<file path="config.mk">
export PLATFORM = sky130hd
export DESIGN_NAME = game_stats_tracker_flat
export DESIGN_NICKNAME = d
export VERILOG_FILES = /design/src/rtl/game_stats_tracker_if.sv /design/src/rtl/game_stats_tracker.sv /design/src/flat_wrapper.sv
export SDC_FILE = /design/constraint.sdc
export NUM_CORES = 1
export LEC_CHECK = 0
export ABC_AREA = 1
export CAP_MARGIN = 10
export CORE_UTILIZATION = 45
export DETAILED_ROUTE_END_ITERATION = 16
export PLACE_DENSITY = 0.69
export SYNTH_ARGS = -nofsm -noshare
export SYNTH_HDL_FRONTEND = slang
export SYNTH_SLANG_ARGS = --single-unit
export TNS_END_PERCENT = 100
</file>
<file path="constraint.sdc">
create_clock -name pclk -period 1.5 [get_ports pclk]
set_input_delay 0.3 -clock pclk [delete_from_list [all_inputs] [get_ports pclk]]
set_output_delay 0.3 -clock pclk [all_outputs]
set_load 0.02 [all_outputs]
</file>
<file path="src/rtl/game_stats_tracker_if.sv">
// Control/display bus for the game statistics tracker: start and pair-match
// pulses in, frozen endgame statistics out.
interface game_stats_tracker_if;
    logic        start;
    logic        pair_found;
    logic [12:0] game_time;
    logic [5:0]  discovered_pairs_ctr;
    logic        game_over_en;
    logic        game_won;
    logic        running;

    modport master (
        output start, pair_found,
        input  game_time, discovered_pairs_ctr, game_over_en, game_won, running
    );

    modport slave (
        input  start, pair_found,
        output game_time, discovered_pairs_ctr, game_over_en, game_won, running
    );
endinterface

</file>
<file path="src/rtl/game_stats_tracker.sv">
// Game timer and pair counter: counts hundredths of a second while a game runs
// and freezes everything once all pairs are found or the time limit is hit.
module game_stats_tracker #(
    parameter int CLK_FREQ_HZ  = 65_000_000,
    parameter int TOTAL_PAIRS  = 18,
    parameter int TIME_LIMIT_S = 59
) (
    input  logic                 pclk,
    input  logic                 rst,
    game_stats_tracker_if.slave  bus
);
    localparam int DIV = CLK_FREQ_HZ / 100;
    localparam int PW  = $clog2(DIV);

    typedef enum logic [1:0] {IDLE, RUNNING, OVER} state_t;

    state_t          state_q, state_d;
    logic [PW-1:0]   presc_q, presc_d;
    logic [5:0]      sec_q, sec_d;
    logic [6:0]      hun_q, hun_d;
    logic [5:0]      pairs_q, pairs_d;
    logic            won_q, won_d;
    logic            running_q, over_q;
    logic            tick;

    assign tick = (state_q == RUNNING) && (presc_q == PW'(DIV - 1));

    always_ff @(posedge pclk) begin
        if (rst) begin
            state_q   <= IDLE;
            presc_q   <= '0;
            sec_q     <= '0;
            hun_q     <= '0;
            pairs_q   <= '0;
            won_q     <= 1'b0;
            running_q <= 1'b0;
            over_q    <= 1'b0;
        end else begin
            state_q   <= state_d;
            presc_q   <= presc_d;
            sec_q     <= sec_d;
            hun_q     <= hun_d;
            pairs_q   <= pairs_d;
            won_q     <= won_d;
            running_q <= (state_d == RUNNING);
            over_q    <= (state_d == OVER);
        end
    end

    always_comb begin
        state_d = state_q;
        presc_d = presc_q;
        sec_d   = sec_q;
        hun_d   = hun_q;
        pairs_d = pairs_q;
        won_d   = won_q;
        case (state_q)
            IDLE, OVER: begin
                if (bus.start) begin
                    state_d = RUNNING;
                    sec_d   = '0;
                    hun_d   = '0;
                    pairs_d = '0;
                    won_d   = 1'b0;
                end
            end
            RUNNING: begin
                presc_d = tick ? '0 : presc_q + 1'b1;
                // A win wins over a same-cycle tick: that tick is simply dropped.
                if (bus.pair_found && pairs_q == 6'(TOTAL_PAIRS - 1)) begin
                    pairs_d = 6'(TOTAL_PAIRS);
                    won_d   = 1'b1;
                    state_d = OVER;
                end else begin
                    if (bus.pair_found)
                        pairs_d = pairs_q + 1'b1;
                    if (tick) begin
                        if (hun_q == 7'd99) begin
                            hun_d = '0;
                            sec_d = sec_q + 1'b1;
                            if (sec_q == 6'(TIME_LIMIT_S - 1)) begin
                                won_d   = 1'b0;
                                state_d = OVER;
                            end
                        end else begin
                            hun_d = hun_q + 1'b1;
                        end
                    end
                end
            end
            default: state_d = IDLE;
        endcase
        // Prescaler restarts from zero so every game's first tick is a full period away.
        if (state_d != RUNNING)
            presc_d = '0;
    end

    assign bus.game_time            = {sec_q, hun_q};
    assign bus.discovered_pairs_ctr = pairs_q;
    assign bus.game_over_en         = over_q;
    assign bus.game_won             = won_q;
    assign bus.running              = running_q;
endmodule

</file>
<file path="src/flat_wrapper.sv">
// flat-port wrapper written by rule: the top's interface ports become plain ports
module game_stats_tracker_flat 
#(
    parameter int CLK_FREQ_HZ  = 65_000_000,
    parameter int TOTAL_PAIRS  = 18,
    parameter int TIME_LIMIT_S = 59
)
  (pclk, rst, bus_start, bus_pair_found, bus_game_time, bus_discovered_pairs_ctr, bus_game_over_en, bus_game_won, bus_running);
  game_stats_tracker_if bus_i ();
  input  logic pclk;
  input  logic rst;
  input wire logic [$bits(bus_i.start)-1:0] bus_start;
  input wire logic [$bits(bus_i.pair_found)-1:0] bus_pair_found;
  output wire logic [$bits(bus_i.game_time)-1:0] bus_game_time;
  output wire logic [$bits(bus_i.discovered_pairs_ctr)-1:0] bus_discovered_pairs_ctr;
  output wire logic [$bits(bus_i.game_over_en)-1:0] bus_game_over_en;
  output wire logic [$bits(bus_i.game_won)-1:0] bus_game_won;
  output wire logic [$bits(bus_i.running)-1:0] bus_running;
  assign bus_i.start = bus_start;
  assign bus_i.pair_found = bus_pair_found;
  assign bus_game_time = bus_i.game_time;
  assign bus_discovered_pairs_ctr = bus_i.discovered_pairs_ctr;
  assign bus_game_over_en = bus_i.game_over_en;
  assign bus_game_won = bus_i.game_won;
  assign bus_running = bus_i.running;
  game_stats_tracker #(.CLK_FREQ_HZ(CLK_FREQ_HZ), .TOTAL_PAIRS(TOTAL_PAIRS), .TIME_LIMIT_S(TIME_LIMIT_S)) u_core (.pclk(pclk), .rst(rst), .bus(bus_i));
endmodule
</file>
Word-level counts from Yosys, hierarchy flattened
Cells that the tools add are included.
Operators by class
  muxes and demuxes: 26
  equality and inequality tests: 17
  add/subtract/negate cells: 4
  reduce and logical (&&, ||, !) cells: 10
Operator list (count)
  two-way mux 6 bit: 6
  two-way mux 7 bit: 4
  case mux 6 bit (2 select lines): 2
  adder 20 x 1 -> 20 bit (second input constant): 1
  equality test 20 bit (second input constant): 1
  two-way mux 20 bit: 1
  case mux 7 bit (2 select lines): 1
  adder 6 x 1 -> 6 bit (second input constant): 2
  two-way mux 2 bit: 5
  AND reduction 5 bit: 2
  != test 3 bit (second input constant): 3
  adder 7 x 1 -> 7 bit (second input constant): 1
  equality test 7 bit (second input constant): 1
  equality test 6 x 5 -> 1 bit (second input constant): 1
  equality test 6 bit (second input constant): 1
  != test 2 bit (second input constant): 3
  two-way mux 1 bit: 5
  equality test 2 x 1 -> 1 bit (second input constant): 2
  equality test 2 bit (second input constant): 2
  != test 2 x 1 -> 1 bit (second input constant): 2
  case mux 2 bit (2 select lines): 1
  AND reduction 4 bit: 1
  OR reduction 2 bit: 2
  != test 3 x 2 -> 1 bit (second input constant): 1
  other kinds (5): 6
Storage, ports and cells
  bits in registers: 44
  output and inout bits: 22
  logic and storage cells: 65
  bits of input ports: 4

Longest topological paths before layout
Gate-level depths: netlist (run 1).
  depth after elaboration: 8
  depth in mapped cells: 11
  gate-level depth less buffers: 10

Least setup slack after synthesis (run 1)
OpenSTA, ideal clock, no wires.
  path type: register -> register
  start point: reg u_core.hun_q[0]
  end point: reg u_core.presc_q[17]
  buffers on the path: 1
  required time: 1386 ps
  setup slack: -180 ps
  cell stages (with the launch flop): 11
  library setup time: 114 ps
  arrival time: 1566 ps
  clock period less this slack: 1680 ps
  cells stage by stage: dfxtp_1 ha_1 nand2_1 nand3b_1 nor2_1 nand3_1 nand2_1 nand2_2 nand2_4 buf_8 nor2_1
On the way
  word-level cells in the longest chain between the ends: 7
Ends and longest elaborated chain
  start, declared: RTL line game_stats_tracker.sv:20  | logic [6:0] hun_q, hun_d;
  start signal, assigned: RTL line game_stats_tracker.sv:42  | hun_q <= hun_d;
  equality test 7 bit: RTL line game_stats_tracker.sv:78  | if (hun_q == 7'd99) begin
  two-way mux 2 bit: RTL line game_stats_tracker.sv:78
  two-way mux 2 bit: RTL line game_stats_tracker.sv:77  | if (tick) begin
  two-way mux 2 bit: RTL line game_stats_tracker.sv:70  | if (bus.pair_found && pairs_q == 6'(TOTAL_PAIRS - 1)) begin
  case mux 2 bit (2 select lines): RTL line game_stats_tracker.sv:57  | case (state_q)
  != test 2 x 1 -> 1 bit: RTL line game_stats_tracker.sv:94  | if (state_d != RUNNING)
  OR reduction 2 bit (no line)
  end signal, assigned: RTL line game_stats_tracker.sv:40  | presc_q <= presc_d;
  end, declared: RTL line game_stats_tracker.sv:18  | logic [PW-1:0] presc_q, presc_d;
Every way passes these cells.
A chain may end at the register's enable or synchronous reset.

Worst setup path in the final report (run 1)
  start point: reg u_core.presc_q[1]
  end point: reg u_core.presc_q[3]
On the way
  word-level cells in the longest chain between the ends: 7
  elaborated cells on any way between the ends: 9
  classes of those cells: add/sub: 1; eq/ne: 2; mux: 4; reduce/logical: 2
Ends and longest elaborated chain
  equality test 20 bit: RTL line game_stats_tracker.sv:26  | assign tick = (state_q == RUNNING) && (presc_q == PW'(DIV - 1));
  logical AND 1 bit: RTL line game_stats_tracker.sv:26
  two-way mux 2 bit: RTL line game_stats_tracker.sv:77
  two-way mux 2 bit: RTL line game_stats_tracker.sv:70
  case mux 2 bit (2 select lines): RTL line game_stats_tracker.sv:57
  != test 2 x 1 -> 1 bit: RTL line game_stats_tracker.sv:94
  OR reduction 2 bit (no line)
Parallel ways exist; a longest one is shown, timed or not.

==> results.py, run 1 <==
metrics = {
    "logic_synthesis": {
        "syn_avg_cell_area_um2": 7.10,
        "ys_types": 39,
        "synthesis.area_mm2": 0.00255,
        "syn-instance-count": 360,
        "ys_seq_area_frac": 0.345,
        "yosys_register_bits": 44,
        "syn_nets": 370,
        "ys_warn_count": 0,
    },
    "drt": {
        "ant_nets": 0,
        "vias": 2598,
        "drtPass1Iterations": 4,
        "drt_iter0_drc": 117,
        "drc_errors": 0,
        "vias_per_cell": 4.97,
        "wire_per_inst_um": 12.7,
        "drt-total-wl_um": 6650,
    },
    "outcome": {
        "violations": "setup timing",
        "status": "finished, violations left",
    },
    "worst_setup_path": {
        "cp_top_family": "simple AND/OR/NAND/NOR gates",
        "cpMaxStageDelayCell": "dfxtp_2",
        "max_stage_delay_ns": 0.36,
        "critPathBufInv": 1,
        "cp_max_fo": 8,
        "r2r_start": "u_core.presc_q[1]",
        "r2r_setup_slack_ns": -0.04,
        "crit_path_cell_trace": "ha_4, inv_2, nor3_2, nand2_1, nor2_2, nand3_2, nand2_2, nand2_4, nand3_4, nor2_1",
        "r2r_cells": 10,
        "start_kind": "flip-flop",
        "worstPathRequired_ns": 1.69,
        "r2r_end": "u_core.presc_q[3]",
        "arrival_ns": 1.73,
        "end_kind": "flip-flop",
        "critPathKind": "reg -> reg",
    },
    "floorplanning": {
        "core.rowCount": 27,
        "die_w_um": 77.4,
        "dieArea_mm2": 0.00598,
        "io_pins": 26,
        "coreArea_mm2": 0.00547,
        "start_util": 0.467,
        "die_h_um": 77.4,
    },
    "sta": {
        "fin_hold_ws_ns": 0.507,
        "drv_slew": 0,
        "relSlewSlack": 0.741,
        "period_minus_slack_ns": 1.54,
        "period_share": 1.03,
        "finalSetupViolCount": 9,
        "clock.fmax_mhz": 649,
        "tns_ns": -0.276,
        "skew_ns": 0.00544,
        "final.setup.worst_slack_ns": -0.0410,
        "hold_viol_final": 0,
        "rsz0062_at_grt": "true",
        "tightestPinTransition_ns": 0.385,
    },
    "final_layout": {
        "utilization": 0.676,
        "nNetsFinal": 461,
        "fin_cells": 523,
        "n_antenna_cell": 0,
        "final_layout_size_suffix_gt1_frac": 0.370,
        "num-fill-cells": 475,
        "layout_common_cells": "nand2_1, buf_4, nor2_1, inv_1, dfxtp_1",
        "mostFrequentLayoutCell": "nand2_1",
        "synthToLayoutAreaGrowth_pct": 44.7,
    },
    "run": {
        "drv_cap": 0,
    },
    "global_route": {
        "overflow": 0,
        "grt_max_degree": 13,
        "first_global_vias": 2468,
        "antenna_found_initial": 0,
        "grt_usage": 0.225,
        "grt_first_pass_wirelength_um": 10800,
    },
    "clock_network": {
        "clock_path_buffers": 2,
        "cts_buffers": 5,
        "cts_hold_buffers": 0,
        "cts_tree": "yes",
        "clk_latency_ns": 0.30,
        "cts.root.buffer_cell": "clkbuf_8",
        "cts_max_level": 2,
        "cts_sinks": 44,
        "clk_pin_slew_ns": 0.08,
    },
    "placed_design": {
        "gp_congestion": 0.856,
        "port_buffers": 25,
        "dp_cells": 505,
        "dp_hpwl_um": 4530,
    },
    "power": {
        "p_leak_uw": 0.00159,
        "p_per_area_mw_per_mm2": 665,
        "peakVddDrop_uv": 431,
    },
    "min_path": {
        "hold_path_class": "reg -> reg",
        "worstHoldPathCells": 2,
        "min_to": "u_core.sec_q[3]",
        "hold_start": "u_core.sec_q[3]",
    },
}
[worst max path at each step]
stage,startpoint,cells past startpoint,slack [ns],endpoint
floorplan,u_core.hun_q[0],10,-0.003,u_core.presc_q[17]
global placement,bus_pair_found,8,-0.19,u_core.hun_q[1]
detailed placement,bus_pair_found,8,-0.22,u_core.hun_q[1]
CTS,u_core.hun_q[0],9,-0.02,u_core.presc_q[9]
global route,u_core.presc_q[1],9,-0.11,u_core.presc_q[19]
finish,u_core.presc_q[1],10,-0.04,u_core.presc_q[3]
[registers in the layout, summed over array words and instances, names as in the netlist]
signal,flops
u_core.presc_q,20
u_core.hun_q,7
u_core.bus.discovered_pairs_ctr,6
u_core.sec_q,6
u_core.state_q,2
u_core.bus.game_over_en,1
u_core.bus.game_won,1
u_core.bus.running,1
[where the power goes]
group | internal [uW] | switching, uW
clock | 411 | 405
sequential | 1190 | 16.4
combinational | 175 | 260
total | 1780 | 681
[through the flow]
stage	worst slack, ns	area, um^2	power (uW)
finish	-0.0410	3700	2460
global route	-0.108	3700	2570
CTS	-0.0191	3450	2450
detailed placement	-0.215	3280	1620
global placement	-0.191	3280	1620
floorplan	-0.00347	2580	1460
[per-layer routing]
layer / GRT usage / up-vias / wire length (um)
met3: 0.0388 / 10 / 256
met5: 0 / - / 0
met4: 0.0774 / 0 / 123
met2: 0.387 / 47 / 3350
met1: 0.281 / 1202 / 2920
li1: - / 1339 / -
[cell type report]
| type | count | area, um^2 | area share |
|---|---|---|---|
| multi-input combinational | 266 | 1700 | 0.460 |
| timing repair buffer | 88 | 723 | 0.196 |
| sequential | 44 | 912 | 0.247 |
| clock buffer | 7 | 96.3 | 0.0261 |
| tap | 72 | 90.1 | 0.0244 |
| inverter | 46 | 176 | 0.0477 |
[tightest hold or removal path, stage by stage (launching register included)]
cell	delay, ns
dfxtp_1	0.34
nand2_1	0.07
a21oi_1	0.05
[what timing repair did]
item / 4_1_cts / 5_1_grt
gates resized for setup: 34 / 59
setup endpoints to repair: 44 / 36
buffers inserted: 3 / 6
gates cloned: 1 / 1
pin swaps: 7 / 19
[cells in the mapped netlist, drive strengths merged]
library cell	number	share of area
clkinv	1	0.0015
a211oi	1	0.0029
o21bai	1	0.0044
a31oi	1	0.0025
o21a	2	0.0059
buf	4	0.018
nand3	31	0.073
or2	4	0.0098
and3	1	0.0025
nor3	9	0.026
nand3b	1	0.0029
a21oi	16	0.031
dfxtp	44	0.34
nand2	79	0.13
inv	45	0.066
ha	6	0.029
nor4	2	0.0049
xor2	14	0.048
clkbuf	2	0.0029
o21ai	11	0.026
nor2	66	0.11
nor3b	1	0.0029
nand4	16	0.042
xnor2	2	0.0069
[logic make-up after synthesis]
group / share of synthesized area
AOI/OAI and AO/OA: 0.0730
adders and majority gates: 0.0294
xor gates and xnor gates: 0.0549
and+or+nand+nor: 0.409
DFF: 0.345
buffers and inverters: 0.0886
Note: power is estimated with default switching activity, not from simulation.
==> run 2, diff against run 1 <==
--- a/config.mk
+++ b/config.mk
@@ -9,7 +9,8 @@
 export CAP_MARGIN = 10
 export CORE_UTILIZATION = 45
 export DETAILED_ROUTE_END_ITERATION = 16
-export PLACE_DENSITY = 0.69
+export PLACE_DENSITY = 0.67
+export REMOVE_ABC_BUFFERS = 1
 export SYNTH_ARGS = -nofsm -noshare
 export SYNTH_HDL_FRONTEND = slang
 export SYNTH_SLANG_ARGS = --single-unit
==> constraint.sdc (replaced) <==
create_clock -name pclk -period 1.8 [get_ports pclk]
set_input_delay 0.36 -clock pclk [delete_from_list [all_inputs] [get_ports pclk]]
set_output_delay 0.36 -clock pclk [all_outputs]
set_load 0.02 [all_outputs]
==> run 2 against run 1 <==
  * The flow now finishes without violations
  * Clock power shrank 8.5%
  * Utilization shrank 11 points
  * Sequential share of layout area grew 4.0 points
  * Critical path depth shrank 9
  * Critical endpoint is now bus_game_time[3]
  * Largest cell class unchanged
  * Largest power group unchanged
==> results.py, run 2 (synthesis results as in run 1) <==
metrics = {
    "outcome": {
        "status": "completed",
    },
    "sta": {
        "period_share": 0.978,
        "fin_hold_ws_ns": 0.486,
        "period_minus_slack_ns": 1.76,
        "final.setup.worst_slack_ns": 0.0391,
        "skew_ns": 0.00903,
        "drv_slew": 0,
        "finalSetupViolCount": 0,
        "clock.fmax_mhz": 568,
        "tightestPinTransition_ns": 0.405,
        "tns_ns": 0,
        "relSlewSlack": 0.728,
        "hold_viol_final": 0,
    },
    "worst_setup_path": {
        "start_kind": "flip-flop",
        "r2r_start": "u_core.hun_q[0]",
        "cp_max_fo": 6,
        "critPathKind": "reg -> out",
        "r2r_setup_slack_ns": 0.13,
        "critPathBufInv": 1,
        "cpMaxStageDelayCell": "clkdlybuf4s50_1",
        "max_stage_delay_ns": 0.65,
        "arrival_ns": 1.40,
        "cp_top_family": "buffers and inverters",
        "crit_path_cell_trace": "clkdlybuf4s50_1",
        "worstPathRequired_ns": 1.44,
        "r2r_end": "u_core.presc_q[17]",
        "r2r_cells": 9,
        "end_kind": "primary output",
    },
    "global_route": {
        "overflow": 0,
        "grt_max_degree": 15,
        "grt_first_pass_wirelength_um": 9340,
        "first_global_vias": 2007,
        "grt_usage": 0.197,
        "antenna_found_initial": 0,
    },
    "power": {
        "p_leak_uw": 0.00122,
        "intPower_uw": 1520,
        "p_comb_frac": 0.140,
        "p_clk_frac": 0.365,
        "peakVddDrop_uv": 419,
        "p_sw_frac": 0.259,
        "p_per_area_mw_per_mm2": 664,
        "power.switching_uw": 529,
        "seq_power_share": 0.495,
    },
    "final_layout": {
        "fin_cells": 472,
        "seq_area_um2": 882,
        "utilization": 0.563,
        "top_register": "u_core.presc_q",
        "multi_input_area_mm2": 0.00147,
        "final_layout_size_suffix_gt1_frac": 0.160,
        "num-fill-cells": 548,
        "n_antenna_cell": 0,
        "layout_common_cells": "nand2_1, nor2_1, dfxtp_1, inv_1, nand3_1",
        "nNetsFinal": 409,
        "mostFrequentLayoutCell": "nand2_1",
        "largest_reg_flops": 20,
        "synthToLayoutAreaGrowth_pct": 20.5,
        "top_regs": "u_core.presc_q x20, u_core.hun_q x7",
    },
    "clock_network": {
        "clk_latency_ns": 0.30,
        "cts.root.buffer_cell": "clkbuf_8",
        "cts_tree": "yes",
        "post_cts_buffers": 0,
        "cts_resized": 0,
        "cts_hold_buffers": 0,
        "cts_sinks": 44,
        "clock_path_buffers": 2,
        "cts_max_level": 2,
        "clk_pin_slew_ns": 0.09,
        "cts_buffers": 5,
    },
    "min_path": {
        "worstHoldPathCells": 2,
        "min_to": "u_core.presc_q[1]",
        "hold_path_class": "reg -> reg",
        "hold_start": "u_core.presc_q[1]",
    },
    "floorplanning": {
        "core.rowCount": 27,
        "coreArea_mm2": 0.00547,
        "die_w_um": 77.4,
        "die_h_um": 77.4,
        "start_util": 0.467,
        "dieArea_mm2": 0.00598,
        "io_pins": 26,
    },
    "drt": {
        "vias": 2325,
        "drtPass1Iterations": 4,
        "drt_iter0_drc": 115,
        "drt-total-wl_um": 5640,
        "ant_nets": 0,
        "wire_per_inst_um": 12.0,
        "vias_per_cell": 4.93,
        "drc_errors": 0,
    },
    "run": {
        "drv_cap": 0,
    },
    "placed_design": {
        "dp_hpwl_um": 4130,
        "port_buffers": 25,
        "pre_cts_slack_ns": -0.0281,
        "dp_cells": 464,
        "gp_congestion": 0.831,
    },
}
-- run 2: changes by cell type in the layout (fill, tap and decap cells not counted), sizes merged --
cell,change
bufinv,+1
buf,-50
dlymetal6s2s,+3
clkinvlp,-1
clkinv,+2
nand2,-2
clkdlybuf4s50,+19
clkbuf,-1
dlygate4sd2,-22
-- run 2: stage by stage --
step | power, uW | cell area, um^2
final | 2040 | 3080
after global routing | 2140 | 3080
after CTS | 2060 | 3050
after detailed placement | 1320 | 2940
after global placement | 1310 | 2940
after floorplan | 1190 | 2500
-- run 2: layout make-up --
cell class,instances,area share
Clock inverter,2,0.0114
Inverter,46,0.0561
Multi-Input combinational cell,264,0.478
Sequential cell,44,0.286
Tap cell,72,0.0293
Clock buffer,6,0.0236
Timing Repair Buffer,38,0.115
-- run 2: power groups by stage --
| stage | Clock (uW) | Sequential [uW] | Combinational [uW] |
|---|---|---|---|
| 6_report | 746 | 1010 | 287 |
| 2_1_floorplan | 0 | 1060 | 136 |
| 4_1_cts | 771 | 1010 | 284 |
| 3_3_place_gp | 0 | 1030 | 281 |
| 5_1_grt | 811 | 1010 | 316 |
| 3_5_place_dp | 0 | 1030 | 282 |
-- run 2: worst max-delay path by stage --
stage / from / to / cells past startpoint
global route: u_core.hun_q[0] / u_core.presc_q[10] / 9
detailed placement: bus_pair_found / u_core.hun_q[1] / 8
CTS: u_core.sec_q[2] / bus_game_time[9] / 1
global placement: bus_pair_found / u_core.hun_q[1] / 8
finish: u_core.hun_q[3] / bus_game_time[3] / 1
floorplan: u_core.hun_q[0] / u_core.presc_q[10] / 9
-- run 2: routing by layer --
metal / part of all wire / global-route usage / up-vias
met5: 0 / 0 / -
met4: 0.015 / 0.0736 / 0
met3: 0.037 / 0.0306 / 9
met2: 0.46 / 0.316 / 47
met1: 0.48 / 0.266 / 1030
li1: - / - / 1239
==> run 3, diff against run 2 <==
--- a/config.mk
+++ b/config.mk
@@ -7,8 +7,10 @@
 export LEC_CHECK = 0
 export ABC_AREA = 1
 export CAP_MARGIN = 10
+export CORE_MARGIN = 8
 export CORE_UTILIZATION = 45
 export DETAILED_ROUTE_END_ITERATION = 16
+export GPL_TIMING_DRIVEN = 0
 export PLACE_DENSITY = 0.67
 export REMOVE_ABC_BUFFERS = 1
 export SYNTH_ARGS = -nofsm -noshare
==> run 3 against run 2 <==
  * Count of clock-buffer cells in the layout fell by 1
  * Clock skew rose by 0.0020 ns
  * Sequential power about the same
  * First-iteration DRC count rose by 42%
  * Critical endpoint is now bus_game_time[2]
==> results.py, run 3 (synthesis results as in run 1) <==
metrics = {
    "outcome": {
        "status": "completed",
    },
    "global_route": {
        "grt_first_pass_wirelength_um": 10000,
        "antenna_found_initial": 0,
        "overflow": 0,
        "grt_usage": 0.141,
        "grt_max_degree": 18,
        "first_global_vias": 2336,
    },
    "clock_network": {
        "cts_buffers": 5,
        "clk_pin_slew_ns": 0.09,
        "cts_max_level": 2,
        "cts_tree": "yes",
        "cts_sinks": 44,
        "clk_latency_ns": 0.30,
        "cts.root.buffer_cell": "clkbuf_8",
        "cts_hold_buffers": 0,
        "clock_path_buffers": 2,
    },
    "power": {
        "p_sw_frac": 0.271,
        "seq_power_share": 0.494,
        "p_clk_frac": 0.374,
        "p_per_area_mw_per_mm2": 673,
        "intPower_uw": 1500,
        "peakVddDrop_uv": 345,
        "total_power_uw": 2060,
        "power.switching_uw": 558,
        "p_comb_frac": 0.132,
        "p_leak_uw": 0.00122,
    },
    "worst_setup_path": {
        "critPathKind": "reg -> out",
        "crit_path_cell_trace": "clkdlybuf4s50_1",
        "cpMaxStageDelayCell": "clkdlybuf4s50_1",
        "arrival_ns": 1.40,
        "end_kind": "primary output",
        "critPathBufInv": 1,
        "worstPathRequired_ns": 1.44,
        "cp_top_family": "buffers and inverters",
        "start_kind": "flip-flop",
        "max_stage_delay_ns": 0.65,
        "cp_max_fo": 7,
    },
    "final_layout": {
        "final_layout_size_suffix_gt1_frac": 0.168,
        "synthToLayoutAreaGrowth_pct": 19.8,
        "fin_cells": 465,
        "mostFrequentLayoutCell": "nand2_1",
        "top_regs": "u_core.presc_q x20, u_core.hun_q x7",
        "nNetsFinal": 402,
        "num-fill-cells": 540,
        "utilization": 0.556,
        "largest_reg_flops": 20,
        "top_register": "u_core.presc_q",
        "n_antenna_cell": 0,
        "layout_common_cells": "nand2_1, nor2_1, dfxtp_1, inv_1, nand3_1",
    },
    "drt": {
        "met2_wirelength_um": 2880,
        "drt_iter0_drc": 163,
        "m1WireLength_um": 2740,
        "drt-total-wl_um": 5950,
        "vias": 2378,
        "wl_met3_um": 245,
        "drtPass1Iterations": 4,
        "ant_nets": 0,
        "drc_errors": 0,
        "vias_per_cell": 5.11,
        "routed.top_layer": "met4",
        "wire_per_inst_um": 12.8,
    },
    "floorplanning": {
        "start_util": 0.464,
        "coreArea_mm2": 0.00551,
        "core.rowCount": 27,
        "die_h_um": 91.4,
        "io_pins": 26,
        "dieArea_mm2": 0.00834,
        "die_w_um": 91.4,
    },
    "sta": {
        "hold_viol_final": 0,
        "clock.fmax_mhz": 569,
        "relSlewSlack": 0.665,
        "skew_ns": 0.0111,
        "finalSetupViolCount": 0,
        "period_share": 0.976,
        "drv_slew": 0,
        "tightestPinTransition_ns": 0.501,
        "period_minus_slack_ns": 1.76,
        "rsz0062_at_grt": "true",
    },
    "placed_design": {
        "port_buffers": 25,
        "dp_cells": 451,
        "gp_congestion": 0.862,
        "dp_hpwl_um": 4150,
    },
    "run": {
        "drv_cap": 0,
    },
    "min_path": {
        "hold_path_class": "reg -> reg",
    },
}
run 3: metal layers:
layer	GRT usage	vias up
met1	0.160	1100
met4	0.0655	0
met3	0.0288	7
li1	-	1226
met2	0.250	45
met5	0	-
run 3: timing repair:
action                                  4_1_cts  5_1_grt
endpoints found under the setup margin       12       31
buffers inserted                              0        5
cloned                                        0        1
pin swaps                                     0        4
resized for setup                             4       18
run 3: area by class of cell:
type | instances | area (um^2) | area share
sequential | 44 | 885 | 0.289
clock buffer | 5 | 68.8 | 0.0225
timing repair buffer | 30 | 297 | 0.0969
tap | 72 | 90.1 | 0.0294
inverter | 46 | 175 | 0.0572
clock inverter | 3 | 42.5 | 0.0139
multi-input combinational | 265 | 1500 | 0.491
run 3: worst paths after layout:
kind | startpoint | to | slack, ns | cells after the start
setup / recovery | u_core.hun_q[2] | bus_game_time[2] | 0.04 | 1
hold / removal | u_core.hun_q[0] | u_core.hun_q[0] | 0.50 | 2
setup reg to reg | u_core.hun_q[0] | u_core.sec_q[0] | 0.14 | 8
hold reg to reg | u_core.hun_q[0] | u_core.hun_q[0] | 0.50 | 2
run 3: metrics by stage:
step | setup slack, ns | TNS, ns | hold WS (ns) | area, um^2
CTS | 0.00216 | 0 | 0.487 | 2960
global route | -0.0207 | -0.0497 | 0.515 | 3060
global placement | -0.430 | -11.78 | 0.469 | 2840
floorplan | 0.180 | 0 | 0.429 | 2500
finish | 0.0423 | 0 | 0.496 | 3060
detailed placement | -0.359 | -10.24 | 0.474 | 2840
run 3: power by group through the flow:
stage	clock network [uW]	logic [uW]	registers (uW)
floorplan	0	136	1060
global placement	0	242	1040
detailed placement	0	243	1040
CTS	788	246	1020
global route	827	299	1020
finish	771	272	1020
